[src/rtl/serial_subtractor_stepper.sv]
// Bit-serial 5-bit subtractor stepped by a debounced push button.
// A - B is computed LSB first, one bit per KEY[1] press, with the borrow
// carried between presses. Each difference bit is shown on its own HEX
// digit and LEDR bit; the final borrow (sign) appears on HEX5 / LEDR[9].

// Synchronizes one active-low key, debounces it and emits a single-cycle
// pulse when an accepted press (1 -> 0) is seen.
module key_conditioner #(
  parameter int DEBOUNCE_CYCLES = 500000
) (
  input  logic clk,
  input  logic reset,
  input  logic key_n,
  output logic press_pulse
);

  localparam int CW = (DEBOUNCE_CYCLES > 1) ? $clog2(DEBOUNCE_CYCLES) : 1;
  localparam logic [CW-1:0] RELOAD = CW'(DEBOUNCE_CYCLES - 1);

  logic          meta_q, meta_d;
  logic          sync_q, sync_d;
  logic          level_q, level_d;
  logic [CW-1:0] cnt_q, cnt_d;
  logic          pulse_q, pulse_d;

  // Down-counter restarts on every match with the accepted level, so only an
  // uninterrupted run of DEBOUNCE_CYCLES differing clocks changes the level.
  always_comb begin
    meta_d  = key_n;
    sync_d  = meta_q;
    level_d = level_q;
    cnt_d   = RELOAD;
    if (sync_q != level_q) begin
      if (cnt_q == '0) begin
        level_d = sync_q;
      end else begin
        cnt_d = cnt_q - CW'(1);
      end
    end
    pulse_d = level_q & ~level_d;
  end

  // Released (1) is the accepted level out of reset so no spurious press.
  always_ff @(posedge clk) begin
    if (reset) begin
      meta_q  <= 1'b1;
      sync_q  <= 1'b1;
      level_q <= 1'b1;
      cnt_q   <= RELOAD;
      pulse_q <= 1'b0;
    end else begin
      meta_q  <= meta_d;
      sync_q  <= sync_d;
      level_q <= level_d;
      cnt_q   <= cnt_d;
      pulse_q <= pulse_d;
    end
  end

  assign press_pulse = pulse_q;

endmodule

// State  | Meaning
// -------+------------------------------------------------------------
// IDLE   | cleared; waiting for the first step (bit 0 uses live SW)
// RUN    | operands latched; idx = next bit to compute (1..4)
// DONE   | all bits computed; sign shown; steps ignored until clear
module serial_subtractor_stepper #(
  parameter int WIDTH           = 5,
  parameter int DEBOUNCE_CYCLES = 500000
) (
  input  logic       MAX10_CLK1_50,
  input  logic       reset,
  input  logic [9:0] SW,
  input  logic [1:0] KEY,
  output logic [9:0] LEDR,
  output logic [6:0] HEX0,
  output logic [6:0] HEX1,
  output logic [6:0] HEX2,
  output logic [6:0] HEX3,
  output logic [6:0] HEX4,
  output logic [6:0] HEX5
);

  typedef enum logic [1:0] {
    S_IDLE = 2'd0,
    S_RUN  = 2'd1,
    S_DONE = 2'd2
  } state_t;

  localparam logic [6:0] SEG_ZERO  = 7'b1000000;
  localparam logic [6:0] SEG_ONE   = 7'b1111001;
  localparam logic [6:0] SEG_DASH  = 7'b0111111;
  localparam logic [6:0] SEG_BLANK = 7'b1111111;
  localparam logic [2:0] LAST_IDX  = 3'(WIDTH - 1);

  logic step_pulse;
  logic clear_pulse;

  key_conditioner #(.DEBOUNCE_CYCLES(DEBOUNCE_CYCLES)) u_key_step (
    .clk         (MAX10_CLK1_50),
    .reset       (reset),
    .key_n       (KEY[1]),
    .press_pulse (step_pulse)
  );

  key_conditioner #(.DEBOUNCE_CYCLES(DEBOUNCE_CYCLES)) u_key_clear (
    .clk         (MAX10_CLK1_50),
    .reset       (reset),
    .key_n       (KEY[0]),
    .press_pulse (clear_pulse)
  );

  state_t           state_q, state_d;
  logic [WIDTH-1:0] op_a_q, op_a_d;
  logic [WIDTH-1:0] op_b_q, op_b_d;
  logic [2:0]       idx_q, idx_d;
  logic             borrow_q, borrow_d;
  logic [WIDTH-1:0] diff_q, diff_d;

  logic bit_a;
  logic bit_b;
  logic bit_bin;
  logic bit_d;
  logic bit_bout;

  // State and datapath registers; reset dominates everything else.
  always_ff @(posedge MAX10_CLK1_50) begin
    if (reset) begin
      state_q  <= S_IDLE;
      op_a_q   <= '0;
      op_b_q   <= '0;
      idx_q    <= '0;
      borrow_q <= 1'b0;
      diff_q   <= '0;
    end else begin
      state_q  <= state_d;
      op_a_q   <= op_a_d;
      op_b_q   <= op_b_d;
      idx_q    <= idx_d;
      borrow_q <= borrow_d;
      diff_q   <= diff_d;
    end
  end

  // One full-subtractor cell; the first bit reads the switches directly
  // because the operands are only latched on that same edge.
  always_comb begin
    if (state_q == S_IDLE) begin
      bit_a   = SW[0];
      bit_b   = SW[5];
      bit_bin = 1'b0;
    end else begin
      bit_a   = op_a_q[idx_q];
      bit_b   = op_b_q[idx_q];
      bit_bin = borrow_q;
    end
    bit_d    = bit_a ^ bit_b ^ bit_bin;
    bit_bout = (~bit_a & bit_b) | (~(bit_a ^ bit_b) & bit_bin);
  end

  // Next-state: clear beats step, so a simultaneous press computes nothing.
  always_comb begin
    state_d  = state_q;
    op_a_d   = op_a_q;
    op_b_d   = op_b_q;
    idx_d    = idx_q;
    borrow_d = borrow_q;
    diff_d   = diff_q;
    if (clear_pulse) begin
      state_d  = S_IDLE;
      op_a_d   = '0;
      op_b_d   = '0;
      idx_d    = '0;
      borrow_d = 1'b0;
      diff_d   = '0;
    end else if (step_pulse) begin
      case (state_q)
        S_IDLE: begin
          op_a_d    = SW[4:0];
          op_b_d    = SW[9:5];
          diff_d    = '0;
          diff_d[0] = bit_d;
          borrow_d  = bit_bout;
          idx_d     = 3'd1;
          state_d   = S_RUN;
        end
        S_RUN: begin
          diff_d[idx_q] = bit_d;
          borrow_d      = bit_bout;
          idx_d         = idx_q + 3'd1;
          if (idx_q == LAST_IDX) begin
            state_d = S_DONE;
          end
        end
        default: begin
          // DONE (and any unused encoding) holds until clear or reset.
        end
      endcase
    end
  end

  logic [6:0] hex_dig [WIDTH];
  logic       done;

  // Display decode: a digit lights only once its bit has been computed.
  always_comb begin
    hex_dig = '{default: SEG_BLANK};
    done    = (state_q == S_DONE);
    for (int i = 0; i < WIDTH; i++) begin
      if (3'(i) < idx_q) begin
        hex_dig[i] = diff_q[i] ? SEG_ONE : SEG_ZERO;
      end
    end
    LEDR = {done & borrow_q, done, 3'b000, diff_q};
    HEX0 = hex_dig[0];
    HEX1 = hex_dig[1];
    HEX2 = hex_dig[2];
    HEX3 = hex_dig[3];
    HEX4 = hex_dig[4];
    HEX5 = (done & borrow_q) ? SEG_DASH : SEG_BLANK;
  end

endmodule

[config.mk]
export PLATFORM = sky130hd
export DESIGN_NAME = serial_subtractor_stepper
export DESIGN_NICKNAME = d
export VERILOG_FILES = /design/src/rtl/serial_subtractor_stepper.sv
export SDC_FILE = /design/constraint.sdc
export NUM_CORES = 1
export LEC_CHECK = 0
export ABC_AREA = 1
export CAP_MARGIN = 20
export CORE_ASPECT_RATIO = 2
export CORE_MARGIN = 4
export CORE_UTILIZATION = 30
export CTS_CLUSTER_DIAMETER = 80
export DETAILED_ROUTE_END_ITERATION = 6
export GPL_TIMING_DRIVEN = 0
export HOLD_SLACK_MARGIN = 0.12
export MAX_ROUTING_LAYER = met4
export SLEW_MARGIN = 20
export SYNTH_ARGS = -nofsm -noshare
export SYNTH_HDL_FRONTEND = slang
export SYNTH_HIERARCHICAL = 1
export SYNTH_SLANG_ARGS = --single-unit
export TNS_END_PERCENT = 30
[constraint.sdc]
create_clock -name MAX10_CLK1_50 -period 2.7 [get_ports MAX10_CLK1_50]
set_input_delay 0.54 -clock MAX10_CLK1_50 [delete_from_list [all_inputs] [get_ports MAX10_CLK1_50]]
set_output_delay 0.54 -clock MAX10_CLK1_50 [all_outputs]
set_load 0.01 [all_outputs]
==> flow_summary.ini, run 1 <==
[timing]
finalMaxSlewViolations = 0
worst_pin_slew_ns = 0.532
slew_headroom_pct = 64.4
rsz0062_at_grt = false
tns_ns = 0
post-route-min-period_ns = 2.53
fin_crit_sh_pct = 93.7
max_clock_freq_mhz = 395
setup_violations = 0
fin_skew_ns = 0.00718
hold_viol_final = 0

[floorplanning]
boundaryPins = 66
start_util_pct = 30.6
std_cell_rows = 57
design.die.area_um2 = 14400
die_x_um = 86.9
die_h_um = 166
coreArea_um2 = 12200

[critical_path]
critical_path_class = reg -> out
critPathCaptureType = output port
cp-startpoint = idx_q[2]
reg2reg_depth = 13
r2r_setup_slack_ns = 0.29
worstSetupStartpointType = flip-flop
crit_required_ns = 2.16
r2r-start = idx_q[1]
crit_fanout = 11
arrival_ns = 1.99
r2r-end = diff_q[3]

[synthesis]
ys_seq_area_share_pct = 35.9
synth_flop_cell = dfxtp_1
ys_warn_count = 6
async_reset_ff_share_pct = 0
synth_seq_cells = 67
synthDistinctLibCells = 33
synth_edf_count = 0
synth.avg_cell_area_um2 = 7.11
netlist_instances = 525
syn_area_um2 = 3730

[grt]
grt-ovfl-total = 0
grt_pass1_wl_mm = 14.8
grt_pass1_vias = 3375
grt_max_degree = 13
antenna_found_initial = 0
grt_use_total_pct = 13.3

[placed_design]
portBuffers = 51
place_congestion = 0.855
hpwl_mm = 7.27

[power_and_ir_drop]
powerDensity_nw_per_um2 = 465
p_sw_uw = 478
ir_drop_mv = 0.319
intPower_uw = 1740
p_sw_share_pct = 21.5
p_leak_uw = 0.00201
clkPwrFrac_pct = 51.8
seqPwrFrac_pct = 44.8
p_comb_share_pct = 3.4

[clock_network]
cts_tree = yes
cts.clk_slew.worst_paths_ns = 0.06
cts.sinks = 67
postCtsResizedCells = 0
cts_root_buffer = clkbuf_16
postCtsSetupRepairBufs = 0
cts_inserted_buffers = 9
holdBufCountCts = 0
worstSkewPairLatency_ns = 0.34
cts_buffer_depth = 2
htreeDepth = 3

[final_layout]
finalNetCount = 620
syn_to_final_growth_pct = 27.8
layout-drive-gt1-share_pct = 22.4
finish.utilization_pct = 39.1
antennaDiodeCount = 0

[detailed_routing]
antenna_left = 0
routed_wl_mm = 8.89
post_drt_wl_per_cell_um = 11.8
drc = 0
dr.pass1.iters = 4
vias = 3403
via_per_inst = 4.53
drtIter0Drc = 145

[hold_path]
min_to = u_key_clear/sync_q
min_path_type = reg -> reg
worstHoldStart = u_key_clear/meta_q
hold_depth = 1

[flow_run]
max_cap_viol_count = 0

[outcome]
outcome = finished, final reports clean
-- worst max-delay path by stage --
stage	slack (ns)	depth (start not counted)	to
floorplan	0.63	13	diff_q[3]
global placement	0.23	9	diff_q[3]
detailed placement	0.25	9	diff_q[3]
CTS	0.05	6	HEX2[3]
global route	0.06	7	HEX2[4]
finish	0.17	6	HEX2[3]
-- metal layers --
layer  vias to the layer above  part of all wire (%)  global-route usage, %
li1                       1762                     -                      -
met1                      1517                    33                   10.7
met2                        99                    59                   26.4
met3                        25                   4.9                   2.43
met4                         0                   3.4                   6.99
met5                         -                     0                      -
-- per-stage QoR --
step                      setup slack [ns]  hold WS (ns)  power [µW]  std cells  area [µm²]
after floorplan                      0.630         0.389        1060        537        3780
after global placement               0.234         0.398        1090        735        4470
after detailed placement             0.251         0.401        1090        735        4470
after CTS                           0.0453         0.414        2250        751        4770
after global routing                0.0564         0.438        2300        751        4770
final                                0.170         0.410        2220        751        4770
-- critical path: stages (launching register included) --
cell and delay, ns:
dfxtp_2 0.35, inv_2 0.19, nand3_2 0.14, nand2_1 0.12, or2_1 0.18, buf_4 0.12
clkdlybuf4s50_1 0.55
-- power by group through the flow --
stage	combinational, µW	clock (µW)	sequential [µW]
after global routing	83.5	1220	995
after floorplan	46.6	0	1020
final	75.9	1150	995
after detailed placement	75.4	0	1020
after CTS	75.6	1180	995
after global placement	74.9	0	1020
-- synth_stat cells (7+ instances only) --
library cell | number | area (µm²)
nor2_1 | 72 | 270
nor2_2 | 32 | 200
o21ai_0 | 18 | 90.1
nand3_1 | 43 | 215
inv_1 | 48 | 180
nand4_1 | 12 | 75.1
dfxtp_1 | 67 | 1340
or2_2 | 13 | 81.3
nand2_2 | 10 | 62.6
a21oi_1 | 21 | 105
nor3_1 | 7 | 35.0
nand2_1 | 94 | 353
buf_4 | 36 | 270
-- placed cells by master, fill, tap and decap left out, types with 3 or more instances in the layout --
cell / synthesis / final
nand2_1: 94 / 94
nor2_1: 72 / 72
dfxtp_1: 67 / 65
clkdlybuf4s50_1: 0 / 51
inv_1: 48 / 48
nand3_1: 43 / 43
buf_4: 36 / 36
nor2_2: 32 / 32
a21oi_1: 21 / 21
o21ai_0: 18 / 17
conb_1: 2 / 14
or2_2: 13 / 13
nand4_1: 12 / 12
nand2_2: 10 / 10
clkbuf_16: 0 / 9
nor3_1: 7 / 7
inv_2: 6 / 6
ha_1: 6 / 6
nor2_4: 6 / 6
xnor2_1: 6 / 6
buf_6: 5 / 5
clkinv_2: 0 / 3
-- registers in the layout (all words and copies together) (netlist names), 2 cells and up --
register,flops
u_key_clear/cnt_q,19
u_key_step/cnt_q,19
diff_q,5
op_a_q,5
op_b_q,5
idx_q,3
state_q,2
-- area by class of cell --
class / count / area, µm²
Inverter: 54 / 203
Fill cell: 1257 / 7430
Buffer: 44 / 342
Timing Repair Buffer: 51 / 510
Sequential cell: 67 / 1340
Multi-Input combinational cell: 372 / 1890
Clock buffer: 9 / 225
Clock inverter: 7 / 68.8
Tap cell: 147 / 184
-- cell families after synthesis --
group / count (synthesis) / synth area share, %
AO/OA/AOI/OAI: 47 / 6.81
flip-flops: 67 / 35.9
other: 2 / 0.201
AND/OR/NAND/NOR: 296 / 38.0
adder cells (fa/ha/maj): 7 / 2.55
buffers and inverters: 98 / 14.6
XOR/XNOR: 8 / 1.88
No activity file was read; power rests on OpenSTA's default activity.
==> run 2: changes to the inputs <==
--- a/config.mk
+++ b/config.mk
@@ -15,7 +15,7 @@
 export GPL_TIMING_DRIVEN = 0
 export HOLD_SLACK_MARGIN = 0.12
 export MAX_ROUTING_LAYER = met4
-export SLEW_MARGIN = 20
+export SETUP_SLACK_MARGIN = 0.5
 export SYNTH_ARGS = -nofsm -noshare
 export SYNTH_HDL_FRONTEND = slang
 export SYNTH_HIERARCHICAL = 1
==> run 2 against run 1 <==
  * Critical path type unchanged
  * Worst setup slack improved by 0.22 ns
  * Flip-flop and latch count did not move
  * Clock skew rose by 0.00093 ns
  * Global-route usage rose by 0.051 points
  * Critical endpoint unchanged
  * Largest cell class unchanged
  * First-iteration DRC count rose by 2.1%
  * Largest power group unchanged
  * Final area rose by 3.8%
  * Clock power barely moved
  * Critical path depth did not move
  * Combinational power rose by 7.8%
  * Power rose by 0.23%
  * Die area did not move
  * Sequential share of layout area fell by 0.95 points
==> flow_summary.ini, run 2 (synthesis gave the netlist of run 1 again) <==
[outcome]
outcome = finished, final reports clean

[grt]
grt_use_total_pct = 13.4
antenna_found_initial = 0
grt-ovfl-total = 0
grt_pass1_wl_mm = 14.9
grt_pass1_vias = 3386
grt_max_degree = 13

[clock_network]
holdBufCountCts = 0
cts_tree = yes
cts.sinks = 67
cts_root_buffer = clkbuf_16
cts_buffer_depth = 2
worstSkewPairLatency_ns = 0.34
cts_inserted_buffers = 9
cts.clk_slew.worst_paths_ns = 0.06
htreeDepth = 3

[power_and_ir_drop]
seqPwrFrac_pct = 44.7
power_uw = 2220
clkPwrFrac_pct = 51.7
p_sw_share_pct = 21.6
ir_drop_mv = 0.319
intPower_uw = 1740
p_sw_uw = 480
p_leak_uw = 0.00206
p_comb_share_pct = 3.7
powerDensity_nw_per_um2 = 450

[detailed_routing]
antenna_left = 0
via_per_inst = 4.55
drc = 0
vias = 3463
post_drt_wl_per_cell_um = 12.0
routed_wl_mm = 9.10
dr.pass1.iters = 5
drtIter0Drc = 148

[timing]
worst_pin_slew_ns = 0.521
max_clock_freq_mhz = 432
setup_violations = 0
tns_ns = 0
fin_crit_sh_pct = 85.7
slew_headroom_pct = 65.1
hold_viol_final = 0
post-route-min-period_ns = 2.31
fin_skew_ns = 0.00812
rsz0062_at_grt = true
finalMaxSlewViolations = 0

[floorplanning]
coreArea_um2 = 12200
boundaryPins = 66
die_h_um = 166
std_cell_rows = 57
design.die.area_um2 = 14400
die_x_um = 86.9
start_util_pct = 30.6

[flow_run]
max_cap_viol_count = 0

[final_layout]
layout-drive-gt1-share_pct = 26.1
biggestRegsByFlops = u_key_clear/cnt_q: 19 flops, u_key_step/cnt_q: 19 flops
final_common_cell = nand2_1
final_cell_mix = 92 x nand2_1, 71 x nor2_1, 64 x dfxtp_1
syn_to_final_growth_pct = 32.6
antennaDiodeCount = 0
fillers = 1244
finalNetCount = 630

[hold_path]
min_to = u_key_clear/sync_q
worstHoldStart = u_key_clear/meta_q
hold_depth = 1
min_path_type = reg -> reg

[critical_path]
r2r-end = diff_q[3]
worstSetupStartpointType = flip-flop
slowest_delay_ns = 0.45
arrival_ns = 1.77
crit_required_ns = 2.16
crit_fanout = 6
r2r-start = idx_q[2]
path_buf_inv = 3
r2r_setup_slack_ns = 0.55
crit_slowest_cell = dfxtp_2
critPathCaptureType = output port
crit_family = buffers and inverters
worstPathCellList = inv_2 > nand3_2 > nand2_2 > or2_4 > buf_4 > dlygate4sd2_1
critical_path_class = reg -> out
reg2reg_depth = 15

[placed_design]
place_congestion = 0.855
hpwl_mm = 7.27
portBuffers = 51
## run 2: cell count changes in the layout (fill, tap and decap cells not counted), moves of 3 or more
cell / change
buf_4: +8
buf_6: +3
clkdlybuf4s50_1: -17
dlygate4sd2_1: +9
dlymetal6s2s_1: +6
nand3_1: -3
nand3_2: +3
nor2_4: +3
## run 2: repair_timing
item / 4_1_cts / 5_1_grt
resized for setup: 28 / 27
pin swaps: 0 / 11
setup endpoints to repair: 31 / 24
setup buffers: 2 / 8
## run 2: power groups by stage
stage / Sequential (µW) / Combinational [µW] / Clock [µW]
after detailed placement: 1020 / 75.4 / 0
after floorplan: 1020 / 46.6 / 0
after global routing: 994 / 89.4 / 1220
after global placement: 1020 / 74.9 / 0
final: 994 / 81.8 / 1150
after CTS: 995 / 75.6 / 1180
## run 2: through the flow
stage | setup WS, ns | std cells | cell area [µm²] | util (%) | hold WS, ns
floorplan | 0.630 | 537 | 3780 | - | 0.389
global placement | 0.234 | 735 | 4470 | 36.7 | 0.398
detailed placement | 0.251 | 735 | 4470 | 36.7 | 0.401
CTS | 0.341 | 753 | 4800 | 39.4 | 0.414
global route | 0.344 | 761 | 4950 | 40.6 | 0.438
finish | 0.386 | 761 | 4950 | 40.6 | 0.410
## run 2: metal layers
layer | vias to the layer above | wire (µm) | track usage (%) | share of wire [%]
met5 | - | 0 | - | 0
met2 | 89 | 5370 | 26.6 | 59
li1 | 1785 | - | - | -
met1 | 1564 | 2980 | 10.8 | 33
met4 | 0 | 305 | 6.99 | 3.4
met3 | 25 | 447 | 2.43 | 4.9
## run 2: area by class of cell
| cell class | count | area (µm²) | share of cell area, % |
|---|---|---|---|
| clock buffers | 9 | 225 | 4.55 |
| clock inverters | 7 | 68.8 | 1.39 |
| plain buffers | 44 | 348 | 7.03 |
| well taps | 147 | 184 | 3.72 |
| multi-input cells | 372 | 1970 | 39.7 |
| flip-flops and latches | 67 | 1350 | 27.2 |
| inverters | 54 | 210 | 4.25 |
| repair buffers | 61 | 599 | 12.1 |
## run 2: worst max-delay path by stage
| stage | startpoint | endpoint | depth (start not counted) |
|---|---|---|---|
| floorplan | idx_q[1] | diff_q[3] | 13 |
| global placement | SW[5] | diff_q[3] | 9 |
| detailed placement | SW[5] | diff_q[3] | 9 |
| CTS | idx_q[1] | HEX1[3] | 5 |
| global route | idx_q[0] | HEX2[3] | 6 |
| finish | idx_q[0] | HEX2[3] | 6 |
==> run 3: changes to the inputs <==
--- a/config.mk
+++ b/config.mk
@@ -12,7 +12,6 @@
 export CORE_UTILIZATION = 30
 export CTS_CLUSTER_DIAMETER = 80
 export DETAILED_ROUTE_END_ITERATION = 6
-export GPL_TIMING_DRIVEN = 0
 export HOLD_SLACK_MARGIN = 0.12
 export MAX_ROUTING_LAYER = met4
 export SETUP_SLACK_MARGIN = 0.5
==> run 3 against run 2 <==
  * First-iteration DRC count decreased by 2.7%
  * Die area unchanged
  * Clock power decreased by 3%
  * Clock skew about the same
  * Non-clock buffer count decreased by 50
  * Via count decreased by 5.7%
  * Register-to-register slack improved by 0.08 ns
  * Sequential power about the same
  * Utilization decreased by 3.9 points
==> flow_summary.ini, run 3 (synthesis gave the netlist of run 1 again) <==
[detailed_routing]
via_per_inst = 4.60
dr.pass1.iters = 4
drtIter0Drc = 144
antenna_left = 0
vias = 3264
top_layer = met4
drc = 0
post_drt_wl_per_cell_um = 12.0
routed_wl_mm = 8.54
wl_met2_mm = 4.76
wl_met3_um = 432
wl_met1_mm = 2.86

[critical_path]
r2r_setup_slack_ns = 0.63
crit_family = buffers and inverters
crit_fanout = 9
reg2reg_depth = 12
r2r-end = diff_q[3]
r2r-start = idx_q[1]
critPathCaptureType = output port
critical_path_class = reg -> out
crit_required_ns = 2.16
crit_slowest_cell = clkdlybuf4s50_1
path_buf_inv = 1
arrival_ns = 1.69
worstPathCellList = o21ai_1 > or2_2 > clkdlybuf4s50_1
worstSetupStartpointType = flip-flop
slowest_delay_ns = 0.49

[timing]
setup_violations = 0
rsz0062_at_grt = true
max_clock_freq_mhz = 449
worst_pin_slew_ns = 0.533
slew_headroom_pct = 64.3
fin_skew_ns = 0.00813
hold_viol_final = 0
fin_crit_sh_pct = 82.5
tns_ns = 0
finalMaxSlewViolations = 0
post-route-min-period_ns = 2.23

[final_layout]
fillers = 1275
seq_area_um2 = 1350
final_cell_mix = 94 x nand2_1, 72 x nor2_1, 64 x dfxtp_1
antennaDiodeCount = 0
layout-drive-gt1-share_pct = 16.7
syn_to_final_growth_pct = 19.7
multi_input_comb_area_um2 = 1900
biggestRegsByFlops = u_key_clear/cnt_q: 19 flops, u_key_step/cnt_q: 19 flops
finalNetCount = 580
final_common_cell = nand2_1

[power_and_ir_drop]
ir_drop_mv = 0.361
p_sw_share_pct = 20.2
clkPwrFrac_pct = 51.3
power_uw = 2160
intPower_uw = 1720
p_comb_share_pct = 2.7
p_sw_uw = 437
p_leak_uw = 0.00182
powerDensity_nw_per_um2 = 483
seqPwrFrac_pct = 46.0

[placed_design]
hpwl_mm = 6.90
place_congestion = 0.848
portBuffers = 51

[clock_network]
cts_buffer_depth = 2
htreeDepth = 3
worstSkewPairLatency_ns = 0.33
cts_root_buffer = clkbuf_16
cts_inserted_buffers = 9
cts.sinks = 67
cts.clk_slew.worst_paths_ns = 0.05
cts_tree = yes

[hold_path]
min_to = u_key_clear/sync_q
hold_depth = 1
min_path_type = reg -> reg
worstHoldStart = u_key_clear/meta_q

[floorplanning]
design.die.area_um2 = 14400
coreArea_um2 = 12200
die_h_um = 166
std_cell_rows = 57
boundaryPins = 66
die_x_um = 86.9
start_util_pct = 30.6

[grt]
grt_max_degree = 17
grt_pass1_vias = 3247
grt_use_total_pct = 12.8
grt-ovfl-total = 0
antenna_found_initial = 0
grt_pass1_wl_mm = 14.1

[outcome]
outcome = finished, final reports clean

[flow_run]
max_cap_viol_count = 0
[run 3: layer usage]
layer  track usage (%)  vias to the layer above
met5                 -                        -
met4              9.70                        0
met3              1.74                       34
met2              23.9                      103
met1              10.7                     1439
li1                  -                     1688
[run 3: power groups by stage]
stage | logic (µW) | registers [µW] | clock network [µW]
final | 58.5 | 992 | 1110
after floorplan | 46.6 | 1020 | 0
after global routing | 65.6 | 992 | 1180
after CTS | 58.7 | 992 | 1140
after detailed placement | 58.3 | 1020 | 0
after global placement | 57.3 | 1020 | 0
[run 3: worst max path at each step]
stage / startpoint / cells after the start / endpoint
5_1_grt: state_q[1] / 5 / LEDR[9]
4_1_cts: idx_q[2] / 3 / HEX1[3]
2_1_floorplan: idx_q[1] / 13 / diff_q[3]
6_report: idx_q[1] / 3 / HEX4[0]
3_5_place_dp: SW[5] / 9 / diff_q[3]
3_3_place_gp: SW[5] / 9 / diff_q[3]
[run 3: area by class of cell]
type	instances	area share (%)
Inverter	54	4.59
Sequential cell	67	30.3
Tap cell	147	4.12
Timing Repair Buffer	55	12.2
Clock buffer	12	5.29
Multi-Input combinational cell	372	42.6
Clock inverter	3	0.896
[run 3: repair_timing]
action	CTS	global route
endpoints found under the setup margin	31	22
hold buffers	0	0
setup buffers	2	1
resized for setup	15	6
endpoints found under the hold margin	0	0
pin swaps	0	1
[run 3: metrics by stage]
stage | setup WS [ns] | util, % | instance area, µm² | instances | hold slack (ns)
after floorplan | 0.630 | - | 3780 | 537 | 0.389
after global placement | 0.365 | 33.9 | 4140 | 692 | 0.391
after detailed placement | 0.354 | 33.9 | 4140 | 692 | 0.396
after CTS | 0.393 | 36.4 | 4440 | 709 | 0.407
after global routing | 0.384 | 36.6 | 4470 | 710 | 0.422
final | 0.472 | 36.6 | 4470 | 710 | 0.407
[run 3: worst reg2reg max path, stage by stage (launching register included)]
cell and delay [ns]:
dfxtp_4 0.38, nor2_4 0.21, nand3_1 0.10, nand2_1 0.08, nor2_1 0.05, nand2_1 0.05, nand2_1 0.06, fa_1 0.53
inv_1 0.09, a21oi_2 0.16, inv_1 0.05, o21ai_0 0.15, nor2_1 0.06
